`config.mk`:
```
export PLATFORM = sky130hd
export DESIGN_NAME = aerin_spike_tx
export DESIGN_NICKNAME = d
export VERILOG_FILES = /design/src/rtl/aerin_spike_tx.sv
export SDC_FILE = /design/constraint.sdc
export NUM_CORES = 1
export LEC_CHECK = 0
export CAP_MARGIN = 15
export CORE_UTILIZATION = 48
export DETAILED_ROUTE_END_ITERATION = 6
export PLACE_DENSITY = 0.76
export SYNTH_ARGS = -nofsm -noshare
export SYNTH_HDL_FRONTEND = slang
export SYNTH_SLANG_ARGS = --single-unit
```
`constraint.sdc`:
```
create_clock -name CLK -period 2.4 [get_ports CLK]
set_clock_uncertainty 0.2 [all_clocks]
set_input_delay 0.24 -clock CLK [delete_from_list [all_inputs] [get_ports CLK]]
set_output_delay 0.24 -clock CLK [all_outputs]
set_load 0.01 [all_outputs]
```
`src/rtl/aerin_spike_tx.sv`:
```
// Rate-encoding AER transmitter: scans the sample buffer once per timestep, turns each
// pixel into a Bernoulli spike via an LFSR compare, and emits 4-phase AER events plus an EOT marker.
module aerin_spike_tx #(
  parameter int              TIME_STEP      = 8,
  parameter int              INPUT_NEURON   = 784,
  parameter int              AER_WIDTH      = 12,
  parameter int              PIX_ADDR_WIDTH = 10,
  parameter logic [AER_WIDTH-1:0] EOT_ADDR  = 12'hFFF,
  parameter logic [15:0]     LFSR_SEED      = 16'hACE1
) (
  input  logic                      CLK,
  input  logic                      RST,
  input  logic                      START,
  output logic                      PIX_RD_EN,
  output logic [PIX_ADDR_WIDTH-1:0] PIX_ADDR,
  input  logic [7:0]                PIX_DATA,
  output logic [AER_WIDTH-1:0]      AERIN_ADDR,
  output logic                      AERIN_REQ,
  input  logic                      AERIN_ACK,
  output logic                      BUSY,
  output logic                      DONE,
  output logic [15:0]               EVT_CNT
);

  localparam int T_W = (TIME_STEP > 1) ? $clog2(TIME_STEP) : 1;
  // An all-zero LFSR would lock up, so a zero seed is replaced by 1.
  localparam logic [15:0] SEED = (LFSR_SEED == 16'h0000) ? 16'h0001 : LFSR_SEED;
  localparam logic [PIX_ADDR_WIDTH-1:0] N_LAST = PIX_ADDR_WIDTH'(INPUT_NEURON - 1);
  localparam logic [T_W-1:0]            T_LAST = T_W'(TIME_STEP - 1);

  typedef enum logic [2:0] {
    S_IDLE, S_FETCH, S_EVAL, S_REQ_HI, S_REQ_LO, S_EOT_HI, S_EOT_LO, S_FINISH
  } state_t;

  state_t                      state, state_nxt;
  logic [PIX_ADDR_WIDTH-1:0]   n, n_nxt;
  logic [T_W-1:0]              t, t_nxt;
  logic [15:0]                 lfsr, lfsr_nxt;
  logic [15:0]                 cnt, cnt_nxt;
  logic [AER_WIDTH-1:0]        addr_q, addr_nxt;
  logic                        req_q, req_nxt;
  logic                        adv;

  // x^16 + x^14 + x^13 + x^11 + 1, Fibonacci, shifting left with feedback into bit 0.
  function automatic logic [15:0] lfsr_step(input logic [15:0] v);
    return {v[14:0], v[15] ^ v[13] ^ v[12] ^ v[10]};
  endfunction

  function automatic logic [15:0] sat_inc(input logic [15:0] v);
    return (v == 16'hFFFF) ? v : v + 16'd1;
  endfunction

  always_comb begin
    state_nxt = state;
    n_nxt     = n;
    t_nxt     = t;
    lfsr_nxt  = lfsr;
    cnt_nxt   = cnt;
    addr_nxt  = addr_q;
    req_nxt   = req_q;
    adv       = 1'b0;
    case (state)
      S_IDLE: begin
        if (START) begin
          lfsr_nxt  = SEED;
          n_nxt     = '0;
          t_nxt     = '0;
          cnt_nxt   = '0;
          state_nxt = S_FETCH;
        end
      end
      S_FETCH: state_nxt = S_EVAL;
      S_EVAL: begin
        lfsr_nxt = lfsr_step(lfsr);
        if (PIX_DATA > lfsr[7:0]) begin
          addr_nxt  = AER_WIDTH'(n);
          req_nxt   = 1'b1;
          state_nxt = S_REQ_HI;
        end else begin
          adv = 1'b1;
        end
      end
      S_REQ_HI: begin
        if (AERIN_ACK) begin
          req_nxt   = 1'b0;
          cnt_nxt   = sat_inc(cnt);
          state_nxt = S_REQ_LO;
        end
      end
      S_REQ_LO: adv = !AERIN_ACK;
      S_EOT_HI: begin
        if (AERIN_ACK) begin
          req_nxt   = 1'b0;
          state_nxt = S_EOT_LO;
        end
      end
      S_EOT_LO: begin
        if (!AERIN_ACK) begin
          if (t < T_LAST) begin
            t_nxt     = t + T_W'(1);
            n_nxt     = '0;
            state_nxt = S_FETCH;
          end else begin
            state_nxt = S_FINISH;
          end
        end
      end
      S_FINISH: state_nxt = S_IDLE;
      default:  state_nxt = S_IDLE;
    endcase
    // Step to the next neuron, or close the timestep with the EOT marker.
    if (adv) begin
      if (n < N_LAST) begin
        n_nxt     = n + PIX_ADDR_WIDTH'(1);
        state_nxt = S_FETCH;
      end else begin
        addr_nxt  = EOT_ADDR;
        req_nxt   = 1'b1;
        state_nxt = S_EOT_HI;
      end
    end
  end

  always_ff @(posedge CLK) begin
    if (RST) begin
      state  <= S_IDLE;
      n      <= '0;
      t      <= '0;
      lfsr   <= SEED;
      cnt    <= '0;
      addr_q <= '0;
      req_q  <= 1'b0;
    end else begin
      state  <= state_nxt;
      n      <= n_nxt;
      t      <= t_nxt;
      lfsr   <= lfsr_nxt;
      cnt    <= cnt_nxt;
      addr_q <= addr_nxt;
      req_q  <= req_nxt;
    end
  end

  assign PIX_RD_EN  = (state == S_FETCH);
  assign PIX_ADDR   = (state == S_FETCH) ? n : '0;
  assign AERIN_ADDR = addr_q;
  assign AERIN_REQ  = req_q;
  assign BUSY       = (state != S_IDLE) && (state != S_FINISH);
  assign DONE       = (state == S_FINISH);
  assign EVT_CNT    = cnt;

endmodule

```
==> results.cfg, run 1 <==
[status]
status = complete, but fails checks
violations = negative setup slack

[die]
boundaryPins = 54
coreArea_sq_um = 6310
die_y_um = 82.9
die_w_um = 82.9
start_util = 0.497
dieArea_sq_um = 6860
rows = 29

[min_path]
hold_path_class = reg -> reg

[synthesis]
synth_top_area_share = 0.389
synth_cell_types = 50
synth-seq-cells = 61
synth_area_leaders = dfxtp_1 39%, ha_1 4.4%, nor2_1 4.1%, o21ai_0 3.7%, a21oi_1 3.0%
synth_seq_area_share = 0.389
synth_warnings = 0
syn_inst = 375
yosys-top-cells-count = 61 x dfxtp_1, 34 x nor2_1, 25 x clkbuf_1
async_flop_share = 0
synth_most_common_cell = dfxtp_1
netlist_area_sq_um = 3140
synth-edff-count = 0
synth_area_leader_cell = dfxtp_1
syn_nets = 398
synth-main-ff-cell = dfxtp_1
synth.avg_cell_area_sq_um = 8.37

[clock_network]
ctsHoldBuffers = 0
clock_sinks = 61
cts_max_level = 3
path_clk_slew_ns = 0.07
clk-insertion-delay-late_ns = 0.36
clk_path_buf_depth = 2
root_buffer = clkbuf_8
cts_buffers = 9
cts_tree = built

[setup_path]
startpoint_type = flip-flop
worst_ep_arrival_time_ns = 2.54
setup.worst_path.class = reg -> reg
cp-end-kind = flip-flop
critPathRequiredTime_ns = 2.50
critPathMaxFanout = 5

[place]
gp_congestion = 0.896
dp_slack_ns = -0.398
dp_cells = 524
place.port_buffers = 53
dp_hpwl_um = 5880

[detailed_routing]
vias_per_cell = 5.86
num_vias = 3169
dr.pass1.iters = 5
drt_wl_total_um = 8520
wire_per_inst_um = 15.7
postRouteAntennaNets = 0
drt-initial-drc-count = 285
drc = 0

[sta]
timing.hold.ws_ns = 0.276
setup_tns_ns = -0.130
tightest_slew_ns = 0.574
slew_headroom = 0.615
rsz0062_at_grt = yes
clock.fmax_ghz = 0.410
hold_viol_final = 0
finalCritPeriodShare = 1.02
setup_viol = 4
finalWorstSetupSlack_ns = -0.0410
post-route-min-period_ns = 2.44
maxSlewViolCount = 0

[run]
drv_cap = 0

[global_route]
grt_pass1_vias = 3001
antenna_found_initial = 0
overflow = 0
grtUsageTotal = 0.256
grt_pass1_wl_um = 14300
grt_max_degree = 28

[layout]
stdcell_count = 541
drive_gt1_frac = 0.179
final_nets = 482
multiInputGateArea_sq_um = 1890
area_growth_pct = 39.0
fill_cells = 523
antenna_cells = 0
regArea_sq_um = 1220

[power]
report.power.total_mw = 2.38
p_leak_nw = 1.68
power_density_nw_per_um2 = 546
irDropWorstVdd_mv = 0.431
-- state kept, by name, summed over array words and instances (netlist names) --
register and cells:
EVT_CNT 16, lfsr 16, AERIN_ADDR 12, n 10
state 3, t 3, AERIN_REQ 1
-- final cells by class --
type | count | area share
clock buffers | 12 | 0.0333
clock inverters | 4 | 0.0109
inverters | 12 | 0.0103
multi-input cells | 275 | 0.432
flip-flops and latches | 61 | 0.280
well taps | 77 | 0.0221
repair buffers | 100 | 0.210
-- logic make-up after synthesis --
family | Yosys count | share of synthesized area
flops | 61 | 0.389
compound gates | 97 | 0.204
mux | 2 | 0.00638
fa+ha+maj | 11 | 0.0439
xor+xnor | 17 | 0.0475
simple gates | 148 | 0.262
buf+inv | 39 | 0.0474
-- routing by layer --
layer  track usage  vias to the layer above  share of wire
li1              -                     1549              -
met5             0                        -              0
met4         0.105                        0          0.018
met1         0.344                     1506           0.46
met2         0.401                      103           0.47
met3        0.0547                       11          0.048
-- worst paths after layout --
kind                              from                         to  slack [ns]  depth (start not counted)
max                    n[7]$_SDFF_PP0_            n[2]$_SDFF_PP0_       -0.04                          5
max reg2reg            n[7]$_SDFF_PP0_            n[2]$_SDFF_PP0_       -0.04                          5
min reg2reg  AERIN_ADDR[11]$_SDFF_PP0_  AERIN_ADDR[11]$_SDFF_PP0_        0.28                          2
min          AERIN_ADDR[11]$_SDFF_PP0_  AERIN_ADDR[11]$_SDFF_PP0_        0.28                          2
-- worst max-delay path, stage by stage, from the launching register on --
cell	delay, ns
dfxtp_1	0.31
or4_4	0.56
o211a_4	0.27
or4_4	0.59
a2111oi_4	0.32
a221o_1	0.15
-- cells in the final DEF (no fill, tap or decap), types with 10 or more instances in the layout --
| master | n |
|---|---|
| nand2_1 | 12 |
| nor3_1 | 11 |
| nor2_1 | 33 |
| buf_4 | 43 |
| inv_1 | 12 |
| ha_1 | 10 |
| dfxtp_1 | 59 |
| a31oi_1 | 12 |
| nand3_1 | 19 |
| clkdlybuf4s50_1 | 52 |
| o21ai_0 | 22 |
| and3_1 | 14 |
| clkbuf_8 | 10 |
| a21oi_1 | 17 |
-- repair_timing --
action	4_1_cts	5_1_grt
setup buffers	0	3
gates resized for setup	7	15
endpoints found under the setup margin	9	23
pin swaps	1	5
-- stage by stage --
step	area, sq um	util
CTS	4280	0.678
global route	4360	0.691
global placement	4050	0.642
floorplan	3160	-
detailed placement	4050	0.642
finish	4360	0.691
-- where the power goes --
group | leakage, nW | internal (mW) | switching, mW
clock | 0.0964 | 0.505 | 0.419
combinational | 1.09 | 0.176 | 0.229
sequential | 0.492 | 1.04 | 0.0182
Power figures use the tool's default switching activity.
==> inputs of run 2 (changes only) <==
CAP_MARGIN = 20   (was 15)
CTS_BUF_LIST = sky130_fd_sc_hd__clkbuf_16   (was default)
==> run 2 against run 1 <==
The run still ends with negative setup slack left. First-iteration DRC count rose by 3.2%. Critical path depth did not move. Clock power rose by 35%. Setup slack improved by 0.0025 ns. Routed wire length rose by 1.0%. Flip-flop and latch count did not move. Cell count rose by 0.18%. Sequential share of layout area fell by 0.63 points. Critical path type unchanged. Critical endpoint unchanged. Highest routed layer unchanged.
==> results.cfg, run 2 (same netlist as run 1, synthesis figures left out) <==
[status]
status = complete, but fails checks
violations = negative setup slack

[global_route]
gr-usage-met2 = 0.403
antenna_found_initial = 0
use_met3 = 0.0487
grt_busiest_layer = met2
grt_pass1_vias = 3043
grt_pass1_wl_um = 14300
grtUsageTotal = 0.251
overflow = 0
grt_max_degree = 28
met1_usage = 0.340

[setup_path]
timing.critical_path.buf_inv = 0
path_cells = or4_4 > o211a_4 > or4_4 > a2111oi_4 > a221o_1
critPathMaxFanout = 5
cpMostUsedCell = or4_4
crit_path_max_incr_delay_ns = 0.59
r2r_setup_slack_ns = -0.04
setup.worst_path.class = reg -> reg
startpoint_type = flip-flop
worst_ep_arrival_time_ns = 2.51
cp_slowest_cell = or4_4
cp_top_family = simple AND/OR/NAND/NOR gates
critPathRequiredTime_ns = 2.47
cp-end-kind = flip-flop

[detailed_routing]
dr.pass1.iters = 4
wire_per_inst_um = 15.9
drc = 0
postRouteAntennaNets = 0
num_vias = 3165
drt-initial-drc-count = 294
drt_wl_total_um = 8610
vias_per_cell = 5.84

[die]
rows = 29
die_y_um = 82.9
die_w_um = 82.9
start_util = 0.497
dieArea_sq_um = 6860
coreArea_sq_um = 6310
boundaryPins = 54

[clock_network]
clk_path_buf_depth = 2
cts_max_level = 3
cts_buffers = 9
root_buffer = clkbuf_16
clk-insertion-delay-late_ns = 0.33
clock_sinks = 61
ctsHoldBuffers = 0
path_clk_slew_ns = 0.05
cts_tree = built

[run]
drv_cap = 0

[place]
gp_congestion = 0.896
dp_slack_ns = -0.398
place.port_buffers = 53
placed_area_sq_um = 4050
dp_hpwl_um = 5880

[layout]
layout_commonest_cell = dfxtp_1
area_growth_pct = 42.5
design_area_sq_um = 4470
utilization = 0.708
drive_gt1_frac = 0.187
final_nets = 483
antenna_cells = 0
mostFrequentLayoutCells = 57 x dfxtp_1, 53 x clkdlybuf4s50_1, 46 x buf_4

[power]
irDropWorstVdd_mv = 0.400
p_leak_nw = 1.70
power_density_nw_per_um2 = 606
report.power.total_mw = 2.71

[sta]
post-route-min-period_ns = 2.44
finalCritPeriodShare = 1.02
rsz0062_at_grt = yes
hold_viol_final = 0
clock.fmax_ghz = 0.410
finalWorstSetupSlack_ns = -0.0385
tightest_slew_ns = 0.576
setup_viol = 4
maxSlewViolCount = 0
slew_headroom = 0.613

[min_path]
hold_path_class = reg -> reg
-- run 2: final timing paths --
check                           cells past startpoint                   endpoint                 startpoint
worst max-delay path                                5            n[2]$_SDFF_PP0_            n[7]$_SDFF_PP0_
worst min-delay path                                2  AERIN_ADDR[11]$_SDFF_PP0_  AERIN_ADDR[11]$_SDFF_PP0_
worst min register to register                      2  AERIN_ADDR[11]$_SDFF_PP0_  AERIN_ADDR[11]$_SDFF_PP0_
worst max register to register                      5            n[2]$_SDFF_PP0_            n[7]$_SDFF_PP0_
-- run 2: final cells by class --
| class | count | area [sq um] |
|---|---|---|
| fill | 497 | 1840 |
| sequential | 61 | 1230 |
| clock inverter | 7 | 58.8 |
| timing repair buffer | 101 | 916 |
| multi-input combinational | 275 | 1900 |
| inverter | 12 | 45.0 |
| tap | 77 | 96.3 |
| clock buffer | 9 | 225 |
-- run 2: per-layer routing --
metal	routed length, um	part of all wire	up-vias
li1	-	-	1554
met1	3830	0.44	1504
met2	4210	0.49	94
met3	451	0.052	13
met4	115	0.013	0
met5	0	0	-
-- run 2: worst register-to-register path, cell delays in order, from the launching register on --
cell       delay, ns
dfxtp_2         0.31
or4_4           0.56
o211a_4         0.27
or4_4           0.59
a2111oi_4       0.31
a221o_1         0.15
-- run 2: what timing repair did --
action | 4_1_cts | 5_1_grt
gates resized for setup | 9 | 14
endpoints found under the setup margin | 9 | 11
cloned | 0 | 0
buffers inserted | 0 | 2
pin swaps | 1 | 4
-- run 2: metrics by stage --
stage / hold WS [ns] / setup TNS (ns) / instances
global placement: 0.265 / -3.33 / 524
finish: 0.276 / -0.0945 / 542
CTS: 0.277 / 0 / 540
global route: 0.300 / -0.615 / 542
floorplan: 0.246 / 0 / 375
detailed placement: 0.270 / -4.05 / 524
-- run 2: power breakdown --
group	internal, mW	switching [mW]	total [mW]
Sequential	1.04	0.0178	1.06
Clock	0.788	0.458	1.25
Combinational	0.179	0.229	0.408
Total	2.00	0.705	2.71
==> inputs of run 3 (changes only) <==
CORE_UTILIZATION = 50   (was 48)
clock period = 2.5 ns   (was 2.4 ns; I/O delays follow)
==> run 3 against run 2 <==
The run now ends clean. Critical path depth is the same. Cell area fell by 1.1%. Sequential power decreased by 5%. Cell count fell by 2.0%. Flip-flop and latch count unchanged. Register-to-register slack improved by 0.06 ns. Combinational power shrank 9.3%. Fmax down 1.5%. Clock power grew 6%. Non-clock buffer count shrank 9. Largest cell class unchanged.
==> results.cfg, run 3 (same netlist as run 1, synthesis figures left out) <==
[status]
status = finished, final reports clean

[setup_path]
critPathMaxFanout = 6
critPathRequiredTime_ns = 2.58
cp-end-kind = flip-flop
startpoint_type = flip-flop
crit_path_max_incr_delay_ns = 0.59
path_cells = or4_4 > o211a_4 > or4_4 > a2111oi_4 > a221o_1
cp_slowest_cell = or4_4
cpMostUsedCell = or4_4
setup.worst_path.class = reg -> reg
worst_ep_arrival_time_ns = 2.55

[die]
die_y_um = 81.2
start_util = 0.524
dieArea_sq_um = 6600
coreArea_sq_um = 5990
rows = 28
boundaryPins = 54
die_w_um = 81.2

[global_route]
grt_pass1_wl_um = 12900
grt_max_degree = 28
antenna_found_initial = 0
grt_pass1_vias = 2695
grt_busiest_layer = met2
gr-usage-met2 = 0.393
grtUsageTotal = 0.257
use_met3 = 0.0539
overflow = 0
met1_usage = 0.358

[layout]
mostFrequentLayoutCells = 56 x dfxtp_1, 53 x clkdlybuf4s50_1, 37 x buf_4
drive_gt1_frac = 0.171
fill_cells = 472
layout_commonest_cell = dfxtp_1
area_growth_pct = 40.9
antenna_cells = 0
utilization = 0.738
stdcell_count = 531
final_nets = 474

[sta]
slew_headroom = 0.596
rsz0062_at_grt = yes
hold_viol_final = 0
maxSlewViolCount = 0
finalWorstSetupSlack_ns = 0.0243
clock.fmax_ghz = 0.404
post-route-min-period_ns = 2.48
tightest_slew_ns = 0.603
finalCritPeriodShare = 0.990
setup_viol = 0
setup_tns_ns = 0

[clock_network]
root_buffer = clkbuf_16
cts_tree = built
clk-insertion-delay-late_ns = 0.33
cts_max_level = 3
ctsHoldBuffers = 0
cts_buffers = 9
path_clk_slew_ns = 0.05
clk_path_buf_depth = 2
clock_sinks = 61

[detailed_routing]
dr.pass1.iters = 5
postRouteAntennaNets = 0
vias_per_cell = 5.89
drc = 0
num_vias = 3130
drt_wl_total_um = 8240
wire_per_inst_um = 15.5
drt-initial-drc-count = 227

[power]
power_density_nw_per_um2 = 611
p_leak_nw = 1.68
irDropWorstVdd_mv = 0.570

[min_path]
hold_path_class = reg -> reg

[place]
dp_hpwl_um = 5640
gp_congestion = 0.821
dp_slack_ns = -0.442
place.port_buffers = 53
dp_cells = 514

[run]
drv_cap = 0
run 3: worst max-delay path: cells and delay by family (launching register included):
kind	cells	cell delay, ns
AO/OA/AOI/OAI	3	0.78
flip-flops	1	0.30
AND/OR/NAND/NOR	2	1.13
run 3: repair_timing:
| item | in CTS | in global routing |
|---|---|---|
| pin swaps | 0 | 7 |
| hold endpoints to repair | 0 | 0 |
| setup endpoints to repair | 20 | 18 |
| buffers inserted | 0 | 1 |
| resized for setup | 2 | 20 |
run 3: routing by layer:
layer	routed length [um]	part of all wire
met5	0	0
met4	107	0.013
met3	414	0.050
met2	3910	0.47
met1	3810	0.46
run 3: path summary, 6_finish.rpt:
| kind | slack, ns | endpoint | start | cells past startpoint |
|---|---|---|---|---|
| max | 0.02 | n[2]$_SDFF_PP0_ | n[4]$_SDFF_PP0_ | 5 |
| min | 0.27 | AERIN_ADDR[11]$_SDFF_PP0_ | AERIN_ADDR[11]$_SDFF_PP0_ | 2 |
| max reg2reg | 0.02 | n[2]$_SDFF_PP0_ | n[4]$_SDFF_PP0_ | 5 |
| min reg2reg | 0.27 | AERIN_ADDR[11]$_SDFF_PP0_ | AERIN_ADDR[11]$_SDFF_PP0_ | 2 |
run 3: per-stage QoR:
step / power [mW] / instance area, sq um / hold slack [ns]
after CTS: 2.70 / 4310 / 0.273
after global placement: 1.38 / 3980 / 0.261
after global routing: 2.79 / 4420 / 0.284
after floorplan: 1.25 / 3140 / 0.246
final: 2.70 / 4420 / 0.271
after detailed placement: 1.38 / 3980 / 0.266
run 3: layout make-up:
type	instances	area, sq um	area share
multi-input cells	275	1890	0.427
flip-flops and latches	61	1230	0.278
repair buffers	92	848	0.192
clock buffers	9	225	0.0509
well taps	75	93.8	0.0212
clock inverters	7	92.6	0.0209
inverters	12	45.0	0.0102
run 3: where the power goes:
group	internal [mW]	leakage [nW]	total (mW)	switching, mW
logic	0.157	1.03	0.370	0.212
clock network	0.867	0.158	1.32	0.450
registers	0.997	0.492	1.01	0.0176
total	2.02	1.68	2.70	0.680
